**config.mk**
```make
export PLATFORM = sky130hd
export DESIGN_NAME = instruction_fetch_stage
export DESIGN_NICKNAME = d
export VERILOG_FILES = /design/src/rtl/instruction_fetch_stage.sv
export SDC_FILE = /design/constraint.sdc
export NUM_CORES = 1
export LEC_CHECK = 0
export CORE_ASPECT_RATIO = 0.6
export CORE_MARGIN = 5
export CORE_UTILIZATION = 35
export DETAILED_ROUTE_END_ITERATION = 12
export GPL_TIMING_DRIVEN = 0
export SLEW_MARGIN = 20
export SYNTH_ARGS = -nofsm -noshare
export SYNTH_HDL_FRONTEND = slang
export SYNTH_SLANG_ARGS = --single-unit
```
**constraint.sdc**
```tcl
create_clock -name CLK -period 2.3 [get_ports CLK]
set_clock_uncertainty 0.2 [all_clocks]
set_input_delay 0.69 -clock CLK [delete_from_list [all_inputs] [get_ports CLK]]
set_output_delay 0.69 -clock CLK [all_outputs]
set_load 0.02 [all_outputs]
```
**src/rtl/instruction_fetch_stage.sv**
```systemverilog
// Purpose: RV32IM fetch stage; owns the PC, drives the instruction-memory read and registers {PC, instr, valid} into IF/ID.
// Latency: one cycle from read completion to IF/ID; a redirect costs one bubble with zero-wait memory.
// Backpressure: STALL freezes PC and IF/ID; IMEM_BUSYWAIT holds the address stable; FLUSH overrides STALL.
module instruction_fetch_stage #(
    parameter logic [31:0] RESET_PC  = 32'h0000_0000,
    parameter logic [31:0] NOP_INSTR = 32'h0000_0013
) (
    input  logic        CLK,
    input  logic        RESET_N,
    input  logic        STALL,
    input  logic        FLUSH,
    input  logic [31:0] BRANCH_TARGET,
    output logic [31:0] IMEM_ADDR,
    output logic        IMEM_READ,
    input  logic        IMEM_BUSYWAIT,
    input  logic [31:0] IMEM_INSTR,
    output logic [31:0] IFID_PC,
    output logic [31:0] IFID_INSTR,
    output logic        IFID_VALID
);

    typedef enum logic [1:0] {
        IDLE    = 2'd0,
        FETCH   = 2'd1,
        DISCARD = 2'd2
    } state_t;

    state_t      state, state_nx;
    logic [31:0] pc, pc_nx;
    logic [31:0] redir, redir_nx;
    logic [31:0] ifid_pc, ifid_pc_nx;
    logic [31:0] ifid_instr, ifid_instr_nx;
    logic        ifid_valid, ifid_valid_nx;
    logic        bubble;
    logic [31:0] tgt;

    // Redirect targets are always word aligned.
    assign tgt = BRANCH_TARGET & ~32'h0000_0003;

    always_comb begin
        state_nx      = state;
        pc_nx         = pc;
        redir_nx      = redir;
        ifid_pc_nx    = ifid_pc;
        ifid_instr_nx = ifid_instr;
        ifid_valid_nx = ifid_valid;
        bubble        = 1'b0;

        case (state)
            IDLE: begin
                state_nx = FETCH;
                if (FLUSH) begin
                    pc_nx  = tgt;
                    bubble = 1'b1;
                end
            end
            FETCH: begin
                if (FLUSH) begin
                    bubble = 1'b1;
                    if (!IMEM_BUSYWAIT) begin
                        pc_nx = tgt;
                    end else begin
                        // Read in flight belongs to the squashed path; park the target.
                        redir_nx = tgt;
                        state_nx = DISCARD;
                    end
                end else if (!IMEM_BUSYWAIT) begin
                    if (!STALL) begin
                        ifid_pc_nx    = pc;
                        ifid_instr_nx = IMEM_INSTR;
                        ifid_valid_nx = 1'b1;
                        pc_nx         = pc + 32'd4;
                    end
                end else if (!STALL) begin
                    bubble = 1'b1;
                end
            end
            DISCARD: begin
                if (FLUSH) begin
                    redir_nx = tgt;
                end
                if (!IMEM_BUSYWAIT) begin
                    pc_nx    = FLUSH ? tgt : redir;
                    state_nx = FETCH;
                end
                bubble = !(STALL && !FLUSH);
            end
            default: begin
                state_nx = IDLE;
            end
        endcase

        if (bubble) begin
            ifid_valid_nx = 1'b0;
            ifid_instr_nx = NOP_INSTR;
        end
    end

    always_ff @(posedge CLK or negedge RESET_N) begin
        if (!RESET_N) begin
            state      <= IDLE;
            pc         <= RESET_PC;
            redir      <= 32'h0;
            ifid_pc    <= 32'h0;
            ifid_instr <= NOP_INSTR;
            ifid_valid <= 1'b0;
        end else begin
            state      <= state_nx;
            pc         <= pc_nx;
            redir      <= redir_nx;
            ifid_pc    <= ifid_pc_nx;
            ifid_instr <= ifid_instr_nx;
            ifid_valid <= ifid_valid_nx;
        end
    end

    assign IMEM_ADDR  = pc;
    assign IMEM_READ  = (state != IDLE);
    assign IFID_PC    = ifid_pc;
    assign IFID_INSTR = ifid_instr;
    assign IFID_VALID = ifid_valid;

endmodule

```
==> metrics.yaml <==
sta:
  max_slew_margin_pct: 65.0
  rsz0062_at_grt: "true"
  final.min_clock_period_ps: 2280
  hold_viol: 0
  maxSlewViolCount: 0
  tightest_slew_ps: 525
  fmax_ghz: 0.439
  setup_viol: 0
  period_share_pct: 99.0
yosys:
  yosysWarnings: 0
  synth_top_family_by_area: "simple AND/OR/NAND/NOR gates"
  synth.avg_cell_area_um2: 8.96
  synth_area_leaders: "dfrtp_1 49%, nand2_1 12%, mux2_2 6.9%"
  synthAdderAreaFrac_pct: 1.15
  synth_area_um2: 6520
  ys_async_sr_fraction_pct: 100
  synth.yosys.seq_area_share_pct: 50.4
  synthFlopType: "dfrtp_1"
  ys_types: 55
  syn_inst: 727
  synth_xor_area_share_pct: 0.538
  synth_top_cell_by_area: "dfrtp_1"
  synth_top_area_share_pct: 49.2
  synth_edf_count: 0
  yosys-mux-area-fraction_pct: 7.07
  synth-compound-area-share_pct: 14.6
  synth-simple-area-share_pct: 22.5
  syn-num-nets: 802
  ys_ff_latch: 131
layout:
  layout_commonest_cell: "nand2_1"
  utilization_pct: 53.6
  antenna-diode-count: 0
  final_cell_mix: "206 x nand2_1, 117 x dfrtp_1, 83 x clkdlybuf4s50_1, 48 x dlymetal6s2s_1, 47 x o21ai_0"
  nFillCells: 1685
  area_delta_synth_final_pct: 49.3
  fin_cells: 1181
  fin_nets: 1003
  drive_above_1_share_pct: 20.5
route:
  drtAntennaViolNets: 0
  drc: 0
  drtIter0Drc: 492
  vias: 6154
  wl_per_cell_um: 18.6
  routed_via_density: 5.21
  drt_pass1_iterations: 6
  wirelength_mm: 22.0
global_routing:
  grt_overflow: 0
  antenna_found_initial: 0
  grt_max_degree: 94
  gr-usage-all-layers_pct: 20.2
  grt_pass1_wl_mm: 34.1
  grt_pass1_vias: 6013
clocking:
  clock_path_buffers: 2
  htreeDepth: 4
  worstSkewPairLatency_ps: 420
  cts_sinks: 131
  cts_tree: "yes"
  root_buffer: "clkbuf_16"
  clk_pin_slew_ps: 60
  cts_inserted_buffers: 17
critical_path:
  reg2reg_depth: 7
  arrival_ps: 2360
  regToRegEndpoint: "IMEM_ADDR[28]"
  r2r-start: "IMEM_ADDR[2]"
  crit_fanout: 5
  r2r_slack_ps: 20
  end_kind: "flop"
  cp_data_required_time_ps: 2380
  critical_path_class: "reg2reg"
  cp-start-kind: "flop"
floorplanning:
  die_width_um: 186
  die_area_um2: 21500
  row_count: 38
  dieHeight_um: 116
  ioPinCount: 167
  start_util_pct: 35.9
  core_area_um2: 18200
power:
  p_leak_nw: 4.95
  p_switching_mw: 5.52
  power_frac_seq_pct: 31.1
  p_int_mw: 7.63
  combPwrFrac_pct: 47.1
  powerDensity_nw_per_um2: 1350
  switching_share_pct: 42.0
  max-vdd-ir-drop_uv: 649
  power_frac_clock_pct: 21.8
place:
  portBuffers: 163
  dp_cells: 1131
  gp_congestion: 0.856
  detailed_place_hpwl_mm: 15.6
run:
  cap_violations: 0
worst_hold_path:
  holdCritPathClass: "reg2reg"
  hold_depth: 2
  min_from: "IFID_PC[26]"
  whs_endpoint: "IFID_PC[26]"
outcome:
  status: "complete, no violations"
[final cells by class]
type                            count  area (µm²)  area share, %
Clock buffer                       19         443           4.55
Timing Repair Buffer              184        1900           19.6
Clock inverter                     13         173           1.78
Tap cell                          240         300           3.09
Buffer                             48         315           3.24
Inverter                           11        43.8          0.450
Multi-Input combinational cell    535        3250           33.5
Sequential cell                   131        3300           33.9
[registers in the layout, summed over array words and instances, names as in the netlist]
signal	count
IFID_VALID	1
IFID_PC	32
redir	32
IMEM_ADDR	32
state	2
IFID_INSTR	32
[cells by family (layout without fill, tap and decap cells)]
| kind of cell | after synthesis | after routing |
|---|---|---|
| fa+ha+maj | 6 | 6 |
| simple gates | 329 | 329 |
| xor+xnor | 4 | 4 |
| mux | 41 | 41 |
| compound gates | 155 | 155 |
| buf+inv | 61 | 275 |
| flops | 131 | 131 |
[power groups by stage]
stage          Sequential, mW  Combinational, mW  Clock (mW)
3_5_place_dp             4.09               5.70           0
3_3_place_gp             4.09               5.63           0
6_report                 4.09               6.19        2.87
5_1_grt                  4.22               6.71        3.03
4_1_cts                  4.04               6.00        2.90
2_1_floorplan            4.62               2.60           0
[repair_timing]
action / 4_1_cts / 5_1_grt
endpoints found under the setup margin: 160 / 133
buffers inserted: 12 / 7
endpoints found under the hold margin: 38 / 0
hold buffers: 1 / 0
gates resized for setup: 117 / 97
pin swaps: 8 / 11
[worst max-delay path by stage]
stage                       startpoint             to  cells past startpoint
after detailed placement         FLUSH  IFID_INSTR[9]                      8
final                     IMEM_ADDR[2]  IMEM_ADDR[28]                      7
after CTS                 IMEM_ADDR[3]  IMEM_ADDR[25]                      8
after global routing      IMEM_ADDR[2]  IMEM_ADDR[30]                      8
after floorplan           IMEM_ADDR[2]  IMEM_ADDR[30]                      7
after global placement         RESET_N   IMEM_ADDR[2]                      1
[layer usage]
metal	part of all wire (%)	global-route usage, %	up-vias
met5	0	0	-
met4	0.86	3.98	0
met3	8.6	5.11	14
met2	41	27.6	242
met1	49	32.1	2970
li1	-	-	2928
[through the flow]
step                area (µm²)  hold slack [ps]  worst slack [ps]  TNS (ps)  total power [mW]
floorplan                 6520              194              21.2         0              7.21
finish                    9730              269              22.7         0              13.1
detailed placement        8490              261             -1220   -119930              9.79
CTS                       9400              278             -41.0      -106              12.9
global route              9730              291             -41.0      -171              14.0
global placement          8450              260             -5590   -778810              9.72
[critical path: stages (launching register included)]
cell and delay [ps]:
dfrtp_2 390, buf_4 130, ha_4 160, nand3_4 90
or4_4 610, nor3_2 230, mux2i_1 220, o221ai_1 120
[cells in the mapped netlist, drive strengths merged, types with 9 or more instances]
| cell type | count |
|---|---|
| a221oi | 15 |
| inv | 11 |
| o21ai | 57 |
| clkbuf | 37 |
| nor4 | 9 |
| buf | 13 |
| nand2 | 208 |
| nand3 | 22 |
| mux2 | 40 |
| nor3 | 20 |
| dfrtp | 128 |
| nor2 | 36 |
| a21oi | 45 |
No activity file was read; power rests on OpenSTA's default activity.
